$ cat src/rtl/lcd_bus_responder.sv
// HD44780-style LCD bus responder: decodes controller strobes into command/char pulses with busy timing.
// Read-back of {busy, AC} is compiled only when LCD_BUS_RESPONDER_READ_EN is defined.
module lcd_bus_responder #(
  parameter int BUSY_CYCLES  = 2000,
  parameter int CLEAR_CYCLES = 82000
) (
  input  logic       clk,
  input  logic       rst,
  input  logic [7:0] LCD_DB,
  input  logic       LCD_RS,
  input  logic       LCD_RW,
  input  logic       LCD_E,
  output logic [7:0] LCD_DB_rd,
  output logic       LCD_DB_oe,
  output logic       cmd_valid,
  output logic [7:0] cmd_code,
  output logic       char_valid,
  output logic [7:0] char_data,
  output logic [6:0] char_addr,
  output logic       busy,
  output logic       err_busy_wr
);

  localparam int MAX_CYCLES = (BUSY_CYCLES > CLEAR_CYCLES) ? BUSY_CYCLES : CLEAR_CYCLES;
  localparam int CW = $clog2(MAX_CYCLES + 1);

  typedef enum logic {IDLE, BUSY} state_t;

  state_t        state_q, state_d;
  logic [CW-1:0] cnt_q, cnt_d;
  logic          accept, busy_wr;

  logic       e_s1, e_s2, e_prev;
  logic       rs_s1, rs_s2, rw_s1, rw_s2;
  logic [7:0] db_s1, db_s2;
  logic       rs_l, rw_l;
  logic [7:0] db_l;
  logic [6:0] ac;
  logic       id;

  logic strobe, wr_stb, is_clear;

  // Bus fields are held from the last cycle E was seen high, so they are valid at the falling edge.
  always_ff @(posedge clk or negedge rst) begin
    if (!rst) begin
      e_s1 <= 1'b0; e_s2 <= 1'b0; e_prev <= 1'b0;
      rs_s1 <= 1'b0; rs_s2 <= 1'b0;
      rw_s1 <= 1'b0; rw_s2 <= 1'b0;
      db_s1 <= 8'h00; db_s2 <= 8'h00;
      rs_l <= 1'b0; rw_l <= 1'b0; db_l <= 8'h00;
    end else begin
      e_s1  <= LCD_E;  e_s2  <= e_s1;  e_prev <= e_s2;
      rs_s1 <= LCD_RS; rs_s2 <= rs_s1;
      rw_s1 <= LCD_RW; rw_s2 <= rw_s1;
      db_s1 <= LCD_DB; db_s2 <= db_s1;
      if (e_s2) begin
        rs_l <= rs_s2;
        rw_l <= rw_s2;
        db_l <= db_s2;
      end
    end
  end

  assign strobe   = e_prev & ~e_s2;
  assign wr_stb   = strobe & ~rw_l;
  assign is_clear = ~rs_l & ((db_l == 8'h01) | (db_l == 8'h02) | (db_l == 8'h03));

  always_ff @(posedge clk or negedge rst) begin
    if (!rst) begin
      state_q <= IDLE;
      cnt_q   <= '0;
    end else begin
      state_q <= state_d;
      cnt_q   <= cnt_d;
    end
  end

  // A strobe landing on the final busy cycle still sees BUSY and is rejected.
  always_comb begin
    state_d = state_q;
    cnt_d   = cnt_q;
    accept  = 1'b0;
    busy_wr = 1'b0;
    case (state_q)
      IDLE: begin
        if (wr_stb) begin
          accept  = 1'b1;
          state_d = BUSY;
          cnt_d   = is_clear ? CW'(CLEAR_CYCLES - 1) : CW'(BUSY_CYCLES - 1);
        end
      end
      BUSY: begin
        busy_wr = wr_stb;
        if (cnt_q == '0) state_d = IDLE;
        else             cnt_d   = cnt_q - 1'b1;
      end
      default: state_d = IDLE;
    endcase
  end

  assign busy = (state_q == BUSY);

  always_ff @(posedge clk or negedge rst) begin
    if (!rst) begin
      cmd_valid   <= 1'b0;
      cmd_code    <= 8'h00;
      char_valid  <= 1'b0;
      char_data   <= 8'h00;
      char_addr   <= 7'h00;
      err_busy_wr <= 1'b0;
      ac          <= 7'h00;
      id          <= 1'b1;
    end else begin
      cmd_valid   <= accept & ~rs_l;
      char_valid  <= accept & rs_l;
      err_busy_wr <= busy_wr;
      if (accept) begin
        if (rs_l) begin
          char_data <= db_l;
          char_addr <= ac;
          ac        <= id ? ac + 7'd1 : ac - 7'd1;
        end else begin
          cmd_code <= db_l;
          if (db_l == 8'h01) begin
            ac <= 7'h00;
            id <= 1'b1;
          end else if ((db_l == 8'h02) || (db_l == 8'h03)) begin
            ac <= 7'h00;
          end else if (db_l[7:2] == 6'b000001) begin
            id <= db_l[1];
          end else if (db_l[7]) begin
            ac <= db_l[6:0];
          end
        end
      end
    end
  end

`ifdef LCD_BUS_RESPONDER_READ_EN
  assign LCD_DB_oe = e_s2 & rw_s2;
  assign LCD_DB_rd = rs_s2 ? 8'h00 : {busy, ac};
`else
  assign LCD_DB_oe = 1'b0;
  assign LCD_DB_rd = 8'h00;
`endif

endmodule

$ cat config.mk
export PLATFORM = sky130hd
export DESIGN_NAME = lcd_bus_responder
export DESIGN_NICKNAME = d
export VERILOG_FILES = /design/src/rtl/lcd_bus_responder.sv
export SDC_FILE = /design/constraint.sdc
export NUM_CORES = 1
export LEC_CHECK = 0
export ABC_AREA = 1
export BUFFER_PORTS_ARGS = -buffer_cell sky130_fd_sc_hd__clkbuf_2
export CAP_MARGIN = 0
export CORE_UTILIZATION = 52
export DETAILED_ROUTE_END_ITERATION = 10
export GPL_TIMING_DRIVEN = 1
export PLACE_DENSITY = 0.75
export SKIP_CTS_REPAIR_TIMING = 1
export SLEW_MARGIN = 10
export SYNTH_ARGS = -nofsm -noshare
export SYNTH_HDL_FRONTEND = slang
export SYNTH_SLANG_ARGS = --single-unit
$ cat constraint.sdc
create_clock -name clk -period 1.7 [get_ports clk]
set_input_delay 0.17 -clock clk [delete_from_list [all_inputs] [get_ports clk]]
set_output_delay 0.17 -clock clk [all_outputs]
set_load 0.01 [all_outputs]
==> results.cfg <==
[synthesis]
async_flop_share_pct = 100
netlist_area_um2 = 4010
synth_ff_type = dfrtp_1
synth-seq-cells = 85
ys.warnings.count = 0
synthCells = 461
synth_top_area_cell = dfrtp_1
netlist_top_cells_count = nand2_1 (147), dfrtp_1 (84), nor2_1 (38)
synthDistinctLibCells = 32
synth_top_area_share_pct = 52.4
synth.area.top_cells = dfrtp_1 (52%), nand2_1 (14%), nand3_1 (4.5%)
synth_edf_count = 0
syn_area_per_cell_um2 = 8.70
yosysMostFrequentCell = nand2_1
ys_seq_area_share_pct = 53.1

[die]
die_w_um = 89.8
coreArea_um2 = 7370
start_util_pct = 54.4
die_h_um = 89.8
die_area_um2 = 8070
ioPinCount = 49
num_rows = 31

[placed_design]
port_buffers = 39
preCtsSetupSlack_ns = -0.0614
gp_congestion = 0.929
place_inst = 606
hpwl_um = 5360

[detailed_routing]
wl_um = 7800
wire_per_inst_um = 12.3
vias_per_cell = 4.88
drc = 0
antenna_left = 0
initialDrtViolationCount = 157
via_count = 3108
firstDrtPassIters = 4

[pwr]
p_leak_nw = 2.46
irDropWorstVdd_mv = 0.668
power_per_cell_area_nw_per_um2 = 1550

[clock_tree]
clkSinkCount = 85
root_buffer = clkbuf_8
cts_buffers = 9
cts_htree_levels = 3
cts_tree = yes
clock_latency_ns = 0.37
clk_pin_slew_ns = 0.10
clock_path_buffers = 2

[global_routing]
grt_start_max_net_pins = 41
grtUsageTotal_pct = 20.4
grt_pass1_wl_um = 13100
antenna_found_initial = 0
first_global_vias = 2936
grt_overflow_total = 0

[min_path]
hold_path_class = in -> async

[cells_and_area]
nets = 553
fin_cells = 637
drive_above_1_share_pct = 23.8
antennaDiodeCount = 0
area_growth_pct = 19.2
fin_util_pct = 64.9

[run_status]
violations = negative setup slack
status = complete, but fails checks

[worst_setup_path]
crit_fanout = 7
required_ns = 1.95
crit_path_cell_trace = clkinvlp_4 -> fa_2 -> nand2_1 -> nand2_1 -> nand3b_1 -> nand2_1 -> nand2_1 -> nand3_1 -> nand3_1 -> nand2_1
worstSetupEndpointType = flop
worstSetupStartpointType = flop
critPathMostFrequentCell = nand2_1
cp.arrival_ns = 2.13
critical-path-max-stage-delay_ns = 0.57
setup.worst_path.class = reg -> reg
cpMaxStageDelayCell = dfstp_2

[sta]
hold_viol = 0
final_max_slew_viol_count = 0
timing.hold.ws_ns = 0.280
slew_headroom_pct = 65.3
setup_tns_ns = -0.612
fmax_ghz = 0.533
fin_ws_ns = -0.175
rsz0062_at_grt = yes
worst_slew_pin_slew_ns = 0.520
timing.final.crit_share_pct = 110
clock_skew_ns = 0.0124
min_period_ns = 1.88
setup_viol = 5

[flow_run]
drv_cap = 0
[kinds of logic (layout without fill, tap and decap cells)]
logic type / count (synthesis) / count (layout) / share of synthesized area (%)
xor gates and xnor gates: 4 / 4 / 0.874
other: 1 / 9 / 0.0935
buffers and inverters: 64 / 133 / 7.99
DFF: 85 / 85 / 53.1
adders and majority gates: 7 / 7 / 2.37
and+or+nand+nor: 247 / 247 / 27.3
AOI/OAI and AO/OA: 53 / 53 / 8.30
[routing by layer]
layer	vias to the layer above	part of all wire, %	wire length, um	GRT usage (%)
li1	1573	-	-	-
met1	1452	47	3630	27.0
met2	68	48	3720	32.4
met3	15	3.8	295	3.81
met4	0	2.0	158	9.97
met5	-	0	0	0
[cell type report]
cell class              instances  area (um2)
clock buffers                  10         128
clock inverters                 6         103
fillers                       601        2590
inverters                      43         165
multi-input cells             320        1630
flip-flops and latches         85        2130
well taps                      99         124
repair buffers                 74         503
[registers in the layout, indices dropped and copies added (netlist names), 7 cells and up]
signal     flops
db_l           8
db_s2          8
ac             7
char_data      8
db_s1          8
cmd_code       8
char_addr      7
cnt_q         17
[report_power, final]
part | switching [mW] | leakage [nW] | internal (mW)
clock | 0.774 | 0.115 | 0.856
sequential | 0.398 | 1.06 | 2.53
combinational | 1.68 | 1.29 | 1.18
[worst max-delay path: cells and delay by family, from the launching register on]
family / cells / cell delay [ns]
adder cells (fa/ha/maj): 1 / 0.40
buffers and inverters: 1 / 0.19
flip-flops: 1 / 0.57
AND/OR/NAND/NOR: 8 / 0.62
[final timing paths]
kind,from,end,slack (ns),cells past startpoint
setup / recovery,id$_DFFE_PN1P_,ac[6]$_DFFE_PN0P_,-0.18,10
hold / removal,rst,cmd_code[6]$_DFFE_PN0P_,0.28,2
setup reg to reg,id$_DFFE_PN1P_,ac[6]$_DFFE_PN0P_,-0.18,10
hold reg to reg,rw_s1$_DFF_PN0_,rw_s2$_DFF_PN0_,0.35,0
max in group asynchronous,rst,id$_DFFE_PN1P_,0.80,3
min in group clk,rw_s1$_DFF_PN0_,rw_s2$_DFF_PN0_,0.35,0
[stage by stage]
stage / cell area [um2] / total power, mW
floorplan: 4050 / 4.90
global placement: 4380 / 5.53
detailed placement: 4380 / 5.64
CTS: 4610 / 7.28
global route: 4780 / 7.97
finish: 4780 / 7.41
[cell usage in the layout, fill, tap and decap left out, drive strengths merged, types with 2 or more instances in the layout]
cell type,n
nand2,157
dfrtp,84
clkbuf,48
nor2,46
o21ai,46
inv,44
nand3,39
buf,24
dlygate4sd3,12
conb,9
ha,6
a21oi,4
xor2,3
o21a,2
nand3b,2
bufinv,2
clkinv,2
or2,2
No activity file was read; power rests on OpenSTA's default activity.
